**config.mk**
```make
export PLATFORM = sky130hd
export DESIGN_NAME = postfix_eval
export DESIGN_NICKNAME = d
export VERILOG_FILES = /design/src/rtl/postfix_eval.sv
export SDC_FILE = /design/constraint.sdc
export NUM_CORES = 1
export LEC_CHECK = 0
export CORE_MARGIN = 3
export CORE_UTILIZATION = 30
export CTS_CLUSTER_SIZE = 8
export DETAILED_ROUTE_END_ITERATION = 8
export PLACE_DENSITY = 0.44
export SLEW_MARGIN = 30
export SYNTH_ARGS = -nofsm -noshare
export SYNTH_HDL_FRONTEND = slang
export SYNTH_SLANG_ARGS = --single-unit
```
**constraint.sdc**
```tcl
create_clock -name CLK -period 14.2 [get_ports CLK]
set_input_delay 2.84 -clock CLK [delete_from_list [all_inputs] [get_ports CLK]]
set_output_delay 2.84 -clock CLK [all_outputs]
set_load 0.02 [all_outputs]
```
**src/rtl/postfix_eval.sv**
```systemverilog
// postfix_eval
//   Evaluates a reverse-Polish token stream on an internal signed operand stack
//   and emits one result per expression. Numbers arrive on NUMBER_*, operators
//   ('+' '-' '*' '/') on SIGN_*. Both strobes in the same cycle mark the end of
//   the expression. Division is a restoring divider that produces one quotient
//   bit per cycle.
//
// Ports
//   CLK         in   clock, rising edge
//   RST         in   asynchronous active-low reset
//   NUMBER_IN   in   8-bit unsigned operand, zero-extended to W
//   NUMBER_STB  in   NUMBER_IN valid (single-cycle pulse)
//   SIGN_IN     in   ASCII operator code
//   SIGN_STB    in   SIGN_IN valid (single-cycle pulse)
//   BUSY        out  operator or end marker executing
//   RESULT      out  last evaluated value, held between RESULT_STB pulses
//   RESULT_STB  out  one-cycle pulse, RESULT valid
//   ERR_CODE    out  last error code (1 underflow, 2 overflow, 3 divide by zero,
//                    4 bad operator, 5 overrun, 6 bad end depth)
//   ERR_STB     out  one-cycle pulse when an error is detected
//   DEPTH_OUT   out  current operand count
module postfix_eval #(
    parameter int W     = 16,
    parameter int DEPTH = 8
) (
    input  logic                       CLK,
    input  logic                       RST,
    input  logic [7:0]                 NUMBER_IN,
    input  logic                       NUMBER_STB,
    input  logic [7:0]                 SIGN_IN,
    input  logic                       SIGN_STB,
    output logic                       BUSY,
    output logic [W-1:0]               RESULT,
    output logic                       RESULT_STB,
    output logic [2:0]                 ERR_CODE,
    output logic                       ERR_STB,
    output logic [$clog2(DEPTH+1)-1:0] DEPTH_OUT
);

    localparam int DW = $clog2(DEPTH + 1);
    localparam int IW = $clog2(DEPTH);
    localparam int CW = $clog2(W + 1);

    typedef enum logic [2:0] {S_ACCEPT, S_ALU, S_DIV, S_DONE, S_ERR} state_t;
    typedef enum logic [1:0] {OP_ADD, OP_SUB, OP_MUL, OP_DIV} op_t;

    state_t        r_state;
    state_t        w_next;
    logic [W-1:0]  r_stack [DEPTH];
    logic [DW-1:0] r_depth;
    logic [W-1:0]  r_a;
    logic [W-1:0]  r_b;
    op_t           r_op;
    logic [W-1:0]  r_rem;
    logic [W-1:0]  r_quo;
    logic [W-1:0]  r_dvs;
    logic          r_neg;
    logic [CW-1:0] r_cnt;
    logic [W-1:0]  r_result;
    logic [2:0]    r_err_code;
    logic          r_err_stb;

    // Operator decode
    op_t  w_op;
    logic w_op_ok;

    always_comb begin
        w_op    = OP_ADD;
        w_op_ok = 1'b1;
        case (SIGN_IN)
            8'd43:   w_op = OP_ADD;
            8'd45:   w_op = OP_SUB;
            8'd42:   w_op = OP_MUL;
            8'd47:   w_op = OP_DIV;
            default: w_op_ok = 1'b0;
        endcase
    end

    // Stack addressing; indices are only used when the depth makes them valid
    logic [IW-1:0] w_top_idx;
    logic [IW-1:0] w_sec_idx;
    logic [IW-1:0] w_push_idx;
    logic [W-1:0]  w_top;
    logic [W-1:0]  w_sec;

    assign w_top_idx  = IW'(r_depth - DW'(1));
    assign w_sec_idx  = IW'(r_depth - DW'(2));
    assign w_push_idx = IW'(r_depth);
    assign w_top      = r_stack[w_top_idx];
    assign w_sec      = r_stack[w_sec_idx];

    // Single-cycle operators; all wrap to the low W bits
    logic [W-1:0] w_alu;

    always_comb begin
        case (r_op)
            OP_SUB:  w_alu = r_a - r_b;
            OP_MUL:  w_alu = r_a * r_b;
            default: w_alu = r_a + r_b;
        endcase
    end

    // Restoring divider on magnitudes. |MIN| = 2^(W-1) still fits unsigned in
    // W bits, and the partial remainder stays below the divisor, so the shifted
    // remainder never needs more than W+1 bits.
    logic [W-1:0] w_abs_a;
    logic [W-1:0] w_abs_b;
    logic [W:0]   w_rem_sh;
    logic [W:0]   w_diff;
    logic         w_ge;
    logic [W-1:0] w_rem_nx;
    logic [W-1:0] w_quo_nx;
    logic [W-1:0] w_div_res;

    assign w_abs_a   = r_a[W-1] ? -r_a : r_a;
    assign w_abs_b   = r_b[W-1] ? -r_b : r_b;
    assign w_rem_sh  = {r_rem, r_quo[W-1]};
    assign w_diff    = w_rem_sh - {1'b0, r_dvs};
    assign w_ge      = ~w_diff[W];
    assign w_rem_nx  = w_ge ? w_diff[W-1:0] : w_rem_sh[W-1:0];
    assign w_quo_nx  = {r_quo[W-2:0], w_ge};
    // MIN / -1 yields magnitude 2^(W-1) with no negation, i.e. MIN again
    assign w_div_res = r_neg ? -w_quo_nx : w_quo_nx;

    // Control
    logic       w_any_stb;
    logic       w_end;
    logic       w_err_set;
    logic [2:0] w_err_code;
    logic       w_push;
    logic       w_wr_alu;
    logic       w_wr_div;
    logic       w_clear;
    logic       w_latch;
    logic       w_div_init;
    logic       w_div_step;
    logic       w_res_load;

    assign w_any_stb = NUMBER_STB | SIGN_STB;
    assign w_end     = NUMBER_STB & SIGN_STB;

    always_ff @(posedge CLK or negedge RST) begin
        if (!RST) begin
            r_state <= S_ACCEPT;
        end else begin
            r_state <= w_next;
        end
    end

    always_comb begin
        w_next     = r_state;
        w_err_set  = 1'b0;
        w_err_code = 3'd0;
        w_push     = 1'b0;
        w_wr_alu   = 1'b0;
        w_wr_div   = 1'b0;
        w_clear    = 1'b0;
        w_latch    = 1'b0;
        w_div_init = 1'b0;
        w_div_step = 1'b0;
        w_res_load = 1'b0;
        case (r_state)
            S_ACCEPT: begin
                if (w_end) begin
                    if (r_depth == DW'(1)) begin
                        w_res_load = 1'b1;
                        w_next     = S_DONE;
                    end else begin
                        // End marker already consumed: report and restart directly
                        w_err_set  = 1'b1;
                        w_err_code = 3'd6;
                        w_clear    = 1'b1;
                        w_next     = S_ACCEPT;
                    end
                end else if (NUMBER_STB) begin
                    if (r_depth == DW'(DEPTH)) begin
                        w_err_set  = 1'b1;
                        w_err_code = 3'd2;
                        w_next     = S_ERR;
                    end else begin
                        w_push = 1'b1;
                    end
                end else if (SIGN_STB) begin
                    if (!w_op_ok) begin
                        w_err_set  = 1'b1;
                        w_err_code = 3'd4;
                        w_next     = S_ERR;
                    end else if (r_depth < DW'(2)) begin
                        w_err_set  = 1'b1;
                        w_err_code = 3'd1;
                        w_next     = S_ERR;
                    end else begin
                        w_latch = 1'b1;
                        w_next  = (w_op == OP_DIV) ? S_DIV : S_ALU;
                    end
                end
            end
            S_ALU: begin
                if (w_any_stb) begin
                    w_err_set  = 1'b1;
                    w_err_code = 3'd5;
                    w_next     = S_ERR;
                end else begin
                    w_wr_alu = 1'b1;
                    w_next   = S_ACCEPT;
                end
            end
            S_DIV: begin
                if (w_any_stb) begin
                    w_err_set  = 1'b1;
                    w_err_code = 3'd5;
                    w_next     = S_ERR;
                end else if (r_cnt == '0) begin
                    if (r_b == '0) begin
                        w_err_set  = 1'b1;
                        w_err_code = 3'd3;
                        w_next     = S_ERR;
                    end else begin
                        w_div_init = 1'b1;
                    end
                end else begin
                    w_div_step = 1'b1;
                    if (r_cnt == CW'(W)) begin
                        w_wr_div = 1'b1;
                        w_next   = S_ACCEPT;
                    end
                end
            end
            S_DONE: begin
                if (w_any_stb) begin
                    w_err_set  = 1'b1;
                    w_err_code = 3'd5;
                    w_next     = S_ERR;
                end else begin
                    w_clear = 1'b1;
                    w_next  = S_ACCEPT;
                end
            end
            S_ERR: begin
                if (w_end) begin
                    w_clear = 1'b1;
                    w_next  = S_ACCEPT;
                end
            end
            default: w_next = S_ACCEPT;
        endcase
    end

    // Datapath
    always_ff @(posedge CLK or negedge RST) begin
        if (!RST) begin
            for (int unsigned i = 0; i < DEPTH; i++) begin
                r_stack[i] <= '0;
            end
            r_depth    <= '0;
            r_a        <= '0;
            r_b        <= '0;
            r_op       <= OP_ADD;
            r_rem      <= '0;
            r_quo      <= '0;
            r_dvs      <= '0;
            r_neg      <= 1'b0;
            r_cnt      <= '0;
            r_result   <= '0;
            r_err_code <= '0;
            r_err_stb  <= 1'b0;
        end else begin
            if (w_clear) begin
                r_depth <= '0;
            end else if (w_push) begin
                r_stack[w_push_idx] <= W'(NUMBER_IN);
                r_depth             <= r_depth + DW'(1);
            end else if (w_wr_alu) begin
                r_stack[w_sec_idx] <= w_alu;
                r_depth            <= r_depth - DW'(1);
            end else if (w_wr_div) begin
                r_stack[w_sec_idx] <= w_div_res;
                r_depth            <= r_depth - DW'(1);
            end

            if (w_latch) begin
                r_a   <= w_sec;
                r_b   <= w_top;
                r_op  <= w_op;
                r_cnt <= '0;
            end

            if (w_div_init) begin
                r_rem <= '0;
                r_quo <= w_abs_a;
                r_dvs <= w_abs_b;
                r_neg <= r_a[W-1] ^ r_b[W-1];
                r_cnt <= CW'(1);
            end else if (w_div_step) begin
                r_rem <= w_rem_nx;
                r_quo <= w_quo_nx;
                r_cnt <= r_cnt + CW'(1);
            end

            if (w_res_load) begin
                r_result <= w_top;
            end

            if (w_err_set) begin
                r_err_code <= w_err_code;
            end
            r_err_stb <= w_err_set;
        end
    end

    // RESULT is loaded on entry to DONE, so the strobe is simply the DONE state
    assign BUSY       = (r_state == S_ALU) || (r_state == S_DIV) || (r_state == S_DONE);
    assign RESULT     = r_result;
    assign RESULT_STB = (r_state == S_DONE);
    assign ERR_CODE   = r_err_code;
    assign ERR_STB    = r_err_stb;
    assign DEPTH_OUT  = r_depth;

endmodule
```
# Yosys cells after proc, flatten, opt, wreduce, memory -nomap -nowiden
# Index checks and enable logic that the tools add are counted.
# word_totals
latch_bits	0
memories	0
out_inout_bits	26
word_cells	182
input_bits	20
ram_bits	0
register_bits	243
mem_bits_ro	0
# op_classes
n_div	0
multipliers	1
shifts	0
bitwise	8
mux	102
n_eq_ne	19
magnitude_cmp	6
n_addsub	10
n_reduce_logical	15
# op_table
cell	n
$bwmux 128	3
$mux 128	3
$mux 16	14
$bmux 16 s3	2
$demux 16 s3	2
$mux 3	19
$neg 16->16	3
$mux 1	41
$eq 8x6->1 const B	4
$pmux 16 s2	1
$sub 17x16->17	1
$add 16x16->16	1
$logic_not 16->1	1
$mul 16x16->16	1
$mux 4	4
$ne 4x4->1 const B	4
$sub 16x16->16	1
$mux 5	3
$ge 4x4->1 const B	3
$not 3->4	3
$pmux 3 s4	1
$mux 2	5
$pmux 3 s3	1
$lt 4x1->1 const B	2
31 further kinds	38

# Longest topological paths before layout
# logic_depth
ltp_word	11
mapped_depth	23
mapped_depth_nobuf	21

# Worst setup path after synthesis
# No wires, ideal clock.
# synth_path
path_kind	register -> register
from	register r_b[4]
to	register r_stack[14] in the netlist's numbering
path_stages_with_launch	23
t_arrival_ns	5.818
setup_slack_ns	8.233
setup_ns	0.148
synth_period_minus_slack_ns	5.967
required_ns	14.052
n_path_buf	2
cell_sequence	dfrtp_1 clkbuf_1 clkbuf_1 and2_1 fa_1 inv_1 fa_1 fa_1 fa_1 inv_1 fa_1 inv_1 fa_1 inv_1 ha_1 a21o_1 and2_1 nor2_1 o21ai_0 a2111oi_0 a221oi_1 o31ai_1 o21ai_0
# synth_via
elab_chain_len	5
word_cells_on_any_way	7
cone_classes	add/sub (2); mul (1); mux (4)
# synth_rtl
element	line	rtl
start, declared	52	logic [W-1:0] r_b;
start signal, assigned	283	r_b <= w_top;
$mul 16x16->16, or another cell as far along	98	OP_MUL: w_alu = r_a * r_b;
$pmux 16 s2 *	96	case (r_op)
$bwmux 128 *	274	r_stack[w_sec_idx] <= w_alu;
$mux 128 *	273	end else if (w_wr_alu) begin
$mux 128 *	270	end else if (w_push) begin
end signal, assigned by index	271	r_stack[w_push_idx] <= W'(NUMBER_IN);
end signal, assigned by index	274	
end signal, assigned by index	277	r_stack[w_sec_idx] <= w_div_res;
end, declared	49	logic [W-1:0] r_stack [DEPTH];
# Every way passes the cells marked *; elsewhere a longest branch is shown, timed or not.
# A chain may end at the register's enable or synchronous reset.

# Worst setup path in the final report
# layout_path
from	register r_b[4]
to	register r_stack[94] in the netlist's numbering
# Same word-level chain as after synthesis.

==> flow_summary_export.csv <==
group,metric,value,unit
status,run_status,"finished clean",
finish,instances_no_fill,2858,
critical_path,timing.critical_path.required,14.58,ns
finish,fin_area,0.02124,mm²
yosys,netlist.area_leader.share,32.15,%
die,effective_utilization_at_floorplan,30.48,%
clocking,post-cts-setup-buffer-count,0,
global_routing,grt.met2_usage,29.88,%
clocking,clk_transition_reported_paths,0.06,ns
global_routing,grt_start_max_net_pins,96,
critical_path,crit-reg2reg-capture,"r_stack[94]",
clocking,clock-root-buffer,"sky130_fd_sc_hd__clkbuf_16",
global_routing,met1_track_usage_gr,26.27,%
pwr,power.static_leakage,9.300,nW
pwr,vdd_ir_drop_max,0.1085,mV
yosys,postSynthAreaPerCell,9.290,µm²
critical_path,critical_path_type,"flip-flop to flip-flop",
die,die_area,0.06610,mm²
timing,finalSetupViolations,0,
critical_path,crit_top_cell,"sky130_fd_sc_hd__fa_1",
timing,finalMaxSlewViolations,0,
yosys,synth_area_leader_cell,"sky130_fd_sc_hd__dfrtp_1",
critical_path,endpoint_kind_of_the_worst_setup_timing_path,"flip-flop",
worst_hold_path,worst_hold_path.num_cells,2,
clocking,clk_path_buf_depth,3,
timing,worst_slew_pin_slew,1.074,ns
clocking,post_cts_resize_count,0,
yosys,yosysWarningCount,0,
critical_path,cpLargestDelayFamily,"adder cells",
yosys,async_flop_share,100.0,%
die,die_height,257.1,µm
yosys,synth_fp_nets,2232,
placement,placer_congestion,0.8551,
critical_path,setup.worst_path.end,"r_stack[94]",
timing,setup_clock_skew_after_layout,0.02598,ns
die,chip_width,257.1,µm
critical_path,reg2reg_slack,7.63,ns
global_routing,grt_use_met3,2.077,%
yosys,yosys.cell_count.top_type,"sky130_fd_sc_hd__dfrtp_1",
route,ant_nets,0,
global_routing,grt_pass1_vias,15210,
yosys,postSynth.topFlopCell,"sky130_fd_sc_hd__dfrtp_1",
pwr,power_density,134.2,mW/mm²
yosys,yosysSeqAreaShare,32.15,%
global_routing,number_of_antenna_violations_at_the_first_check_in_global_routing,1,
global_routing,first_pass_grt_wire_length,94700,µm
finish,flow.area_growth_from_synthesis,12.30,%
timing,setup_total_negative_slack,0,ns
die,fp-row-count,91,
flow_run,maxCapViolCount,0,
critical_path,timing.critical_path.fanout_max,17,
clocking,insertion_delay,0.55,ns
critical_path,crit_slowest_cell,"sky130_fd_sc_hd__dfrtp_1",
critical_path,slowest_delay,0.66,ns
critical_path,path_cells,"and2_1, fa_1, inv_1, fa_1, fa_1, fa_1, inv_1, fa_1, inv_1, fa_1, inv_1, ha_1, a21o_1, and2_1, nor2_1, o21ai_0, a2111oi_0, a221oi_1, o31ai_2, o21ai_0",
critical_path,r2r_cells,20,
global_routing,global_route.usage.total,18.45,%
route,detail_route.vias_per_cell,5.301,
yosys,count_of_flip_flops_with_a_built_in_enable_after_synthesis,0,
finish,nets,2210,
yosys,netlist-cell-type-count,76,
timing,finalCritPeriodShare,46.24,%
timing,setup_repair_after_global_routing_missed_its_margin,"false",
critical_path,cp_num_cells,20,
finish,area_taken_by_multi_input_logic_gates,0.01182,mm²
clocking,cts_sinks,243,
route,drt_pre_antenna_iters,5,
worst_hold_path,hp-class,"flip-flop to flip-flop",
yosys,synth_cells,2036,
timing,fmax,152.3,MHz
finish,seq_area,0.006085,mm²
timing,finalWorstPathRequiredPeriod,6.567,ns
placement,dp_hpwl,42480,µm
clocking,cts.hold.buffers_added,0,
clocking,tritoncts,"yes",
yosys,synthTopCellsByArea,"sky130_fd_sc_hd__dfrtp_1, sky130_fd_sc_hd__fa_1, sky130_fd_sc_hd__mux4_2",
yosys,syn-cell-area,0.01891,mm²
yosys,ys_ff_latch,243,
finish,layout-drive-gt1-share,10.79,%
clocking,htreeDepth,2,
timing,final-hold-violation-count,0,
yosys,yosys-top-cells-count,"sky130_fd_sc_hd__dfrtp_1, sky130_fd_sc_hd__nand2_1, sky130_fd_sc_hd__o21ai_0",
critical_path,critical_path_arrival,6.95,ns
route,drt_iter0_drc,915,
route,route.final.wire_length,60660,µm
critical_path,source_of_the_critical_timing_path,"r_b[4]",
critical_path,setup.worst_path.start_class,"flip-flop",
timing,slew_headroom,28.37,%
timing,postLayoutSetupSlackWorst,7.633,ns
clocking,cts_buffers,37,
finish,fillerInstances,6365,
route,wl_per_cell,21.22,µm
placement,numPortBuffers,45,
critical_path,reg2reg_from,"r_b[4]",
global_routing,grt.busiest_layer,"met2",
placement,placed_area,0.02021,mm²
finish,n_antenna_cell,0,
global_routing,grt_remaining_overflow,0,
critical_path,critical_path_buf_inv_count,4,
placement,dpl.cell_count,2812,
route,detailroute.via_count,15150,
placement,pre_cts_slack,7.130,ns
die,num_io_pins,46,
route,drc_violations_left,0,
die,placeableCoreArea,0.06205,mm²
-- cell families after synthesis --
group | after synthesis | synth area share [%]
adder cells (fa/ha/maj) | 177 | 14.95
XOR/XNOR | 112 | 5.259
AO/OA/AOI/OAI | 473 | 15.33
flip-flops | 243 | 32.15
buffers and inverters | 289 | 5.861
multiplexers | 122 | 10.91
AND/OR/NAND/NOR | 620 | 15.54
-- per-layer routing --
| metal | vias to the layer above | share of wire, % |
|---|---|---|
| met5 | - | 0 |
| met4 | 0 | 2.3 |
| met3 | 79 | 3.7 |
| met2 | 327 | 47 |
| met1 | 7709 | 47 |
| li1 | 7034 | - |
-- tightest hold or removal path, delay by kind of cell, from the launching register on --
kind | cells | cell delay (ns)
compound gates | 1 | 0.06
simple gates | 1 | 0.04
flops | 1 | 0.34
-- sequential cells by signal (all words and copies together), names as in the netlist --
name       flops
r_quo         16
RESULT        16
r_neg          1
r_dvs         16
ERR_STB        1
DEPTH_OUT      4
r_b           16
r_op           2
ERR_CODE       3
r_rem         16
r_a           16
r_stack      128
r_cnt          5
r_state        3
-- layout make-up --
class	instances	area share, %
Clock inverter	6	0.3829
Tap cell	837	4.930
Multi-Input combinational cell	1504	55.63
Sequential cell	243	28.64
Timing Repair Buffer	78	3.346
Clock buffer	40	4.412
Inverter	150	2.651
-- through the flow --
stage | util (%) | hold WS [ns] | power (W)
after detailed placement | 32.57 | 0.4775 | 0.002059
after global routing | 34.23 | 0.5117 | 0.003026
final | 34.23 | 0.4783 | 0.002851
after CTS | 34.21 | 0.4883 | 0.002892
after global placement | 32.48 | 0.4698 | 0.002043
after floorplan | - | 0.4498 | 0.001677
-- worst min path at each step --
stage | start | endpoint | slack (ns)
floorplan | r_dvs[10] | r_dvs[10] | 0.45
global placement | r_dvs[7] | r_dvs[7] | 0.47
detailed placement | r_dvs[6] | r_dvs[6] | 0.48
CTS | r_dvs[6] | r_dvs[6] | 0.49
global route | ERR_CODE[0] | ERR_CODE[0] | 0.51
finish | r_dvs[6] | r_dvs[6] | 0.48
-- cell usage in the layout (no fill, tap or decap), types with 5 or more instances in the layout --
cell                              count
sky130_fd_sc_hd__nor3_1              19
sky130_fd_sc_hd__xor2_1              52
sky130_fd_sc_hd__or3_1               12
sky130_fd_sc_hd__a221o_1             16
sky130_fd_sc_hd__buf_4               31
sky130_fd_sc_hd__clkbuf_16           37
sky130_fd_sc_hd__o21a_1               7
sky130_fd_sc_hd__a31oi_1              8
sky130_fd_sc_hd__nor2_1             146
sky130_fd_sc_hd__nor4_1               5
sky130_fd_sc_hd__o211ai_1            15
sky130_fd_sc_hd__inv_1              150
sky130_fd_sc_hd__o41ai_1              5
sky130_fd_sc_hd__and2_1              67
sky130_fd_sc_hd__or2_2                6
sky130_fd_sc_hd__mux2i_1             24
sky130_fd_sc_hd__mux4_2              64
sky130_fd_sc_hd__xnor2_1             58
sky130_fd_sc_hd__nand3_1             87
sky130_fd_sc_hd__dfrtp_1            242
sky130_fd_sc_hd__o21ai_0            203
sky130_fd_sc_hd__a21oi_1             83
sky130_fd_sc_hd__mux2_2              33
sky130_fd_sc_hd__nor2b_1             17
sky130_fd_sc_hd__nand3b_1             5
sky130_fd_sc_hd__clkdlybuf4s50_1     44
sky130_fd_sc_hd__o31ai_1             16
sky130_fd_sc_hd__nand2_1            201
sky130_fd_sc_hd__nand2b_1            15
sky130_fd_sc_hd__and3_1              13
sky130_fd_sc_hd__a21o_1               8
sky130_fd_sc_hd__a22o_1               6
sky130_fd_sc_hd__ha_1                93
sky130_fd_sc_hd__fa_1                82
sky130_fd_sc_hd__a22oi_1             41
sky130_fd_sc_hd__o22ai_1              9
sky130_fd_sc_hd__a211oi_1             8
-- report_power, final --
part,total [W],switching [W],internal (W)
clock network,0.000811,0.000327,0.000484
registers,0.000952,0.000151,0.000801
logic,0.00109,0.000610,0.000479
total,0.00285,0.00109,0.00176
Power figures use the tool's default switching activity.
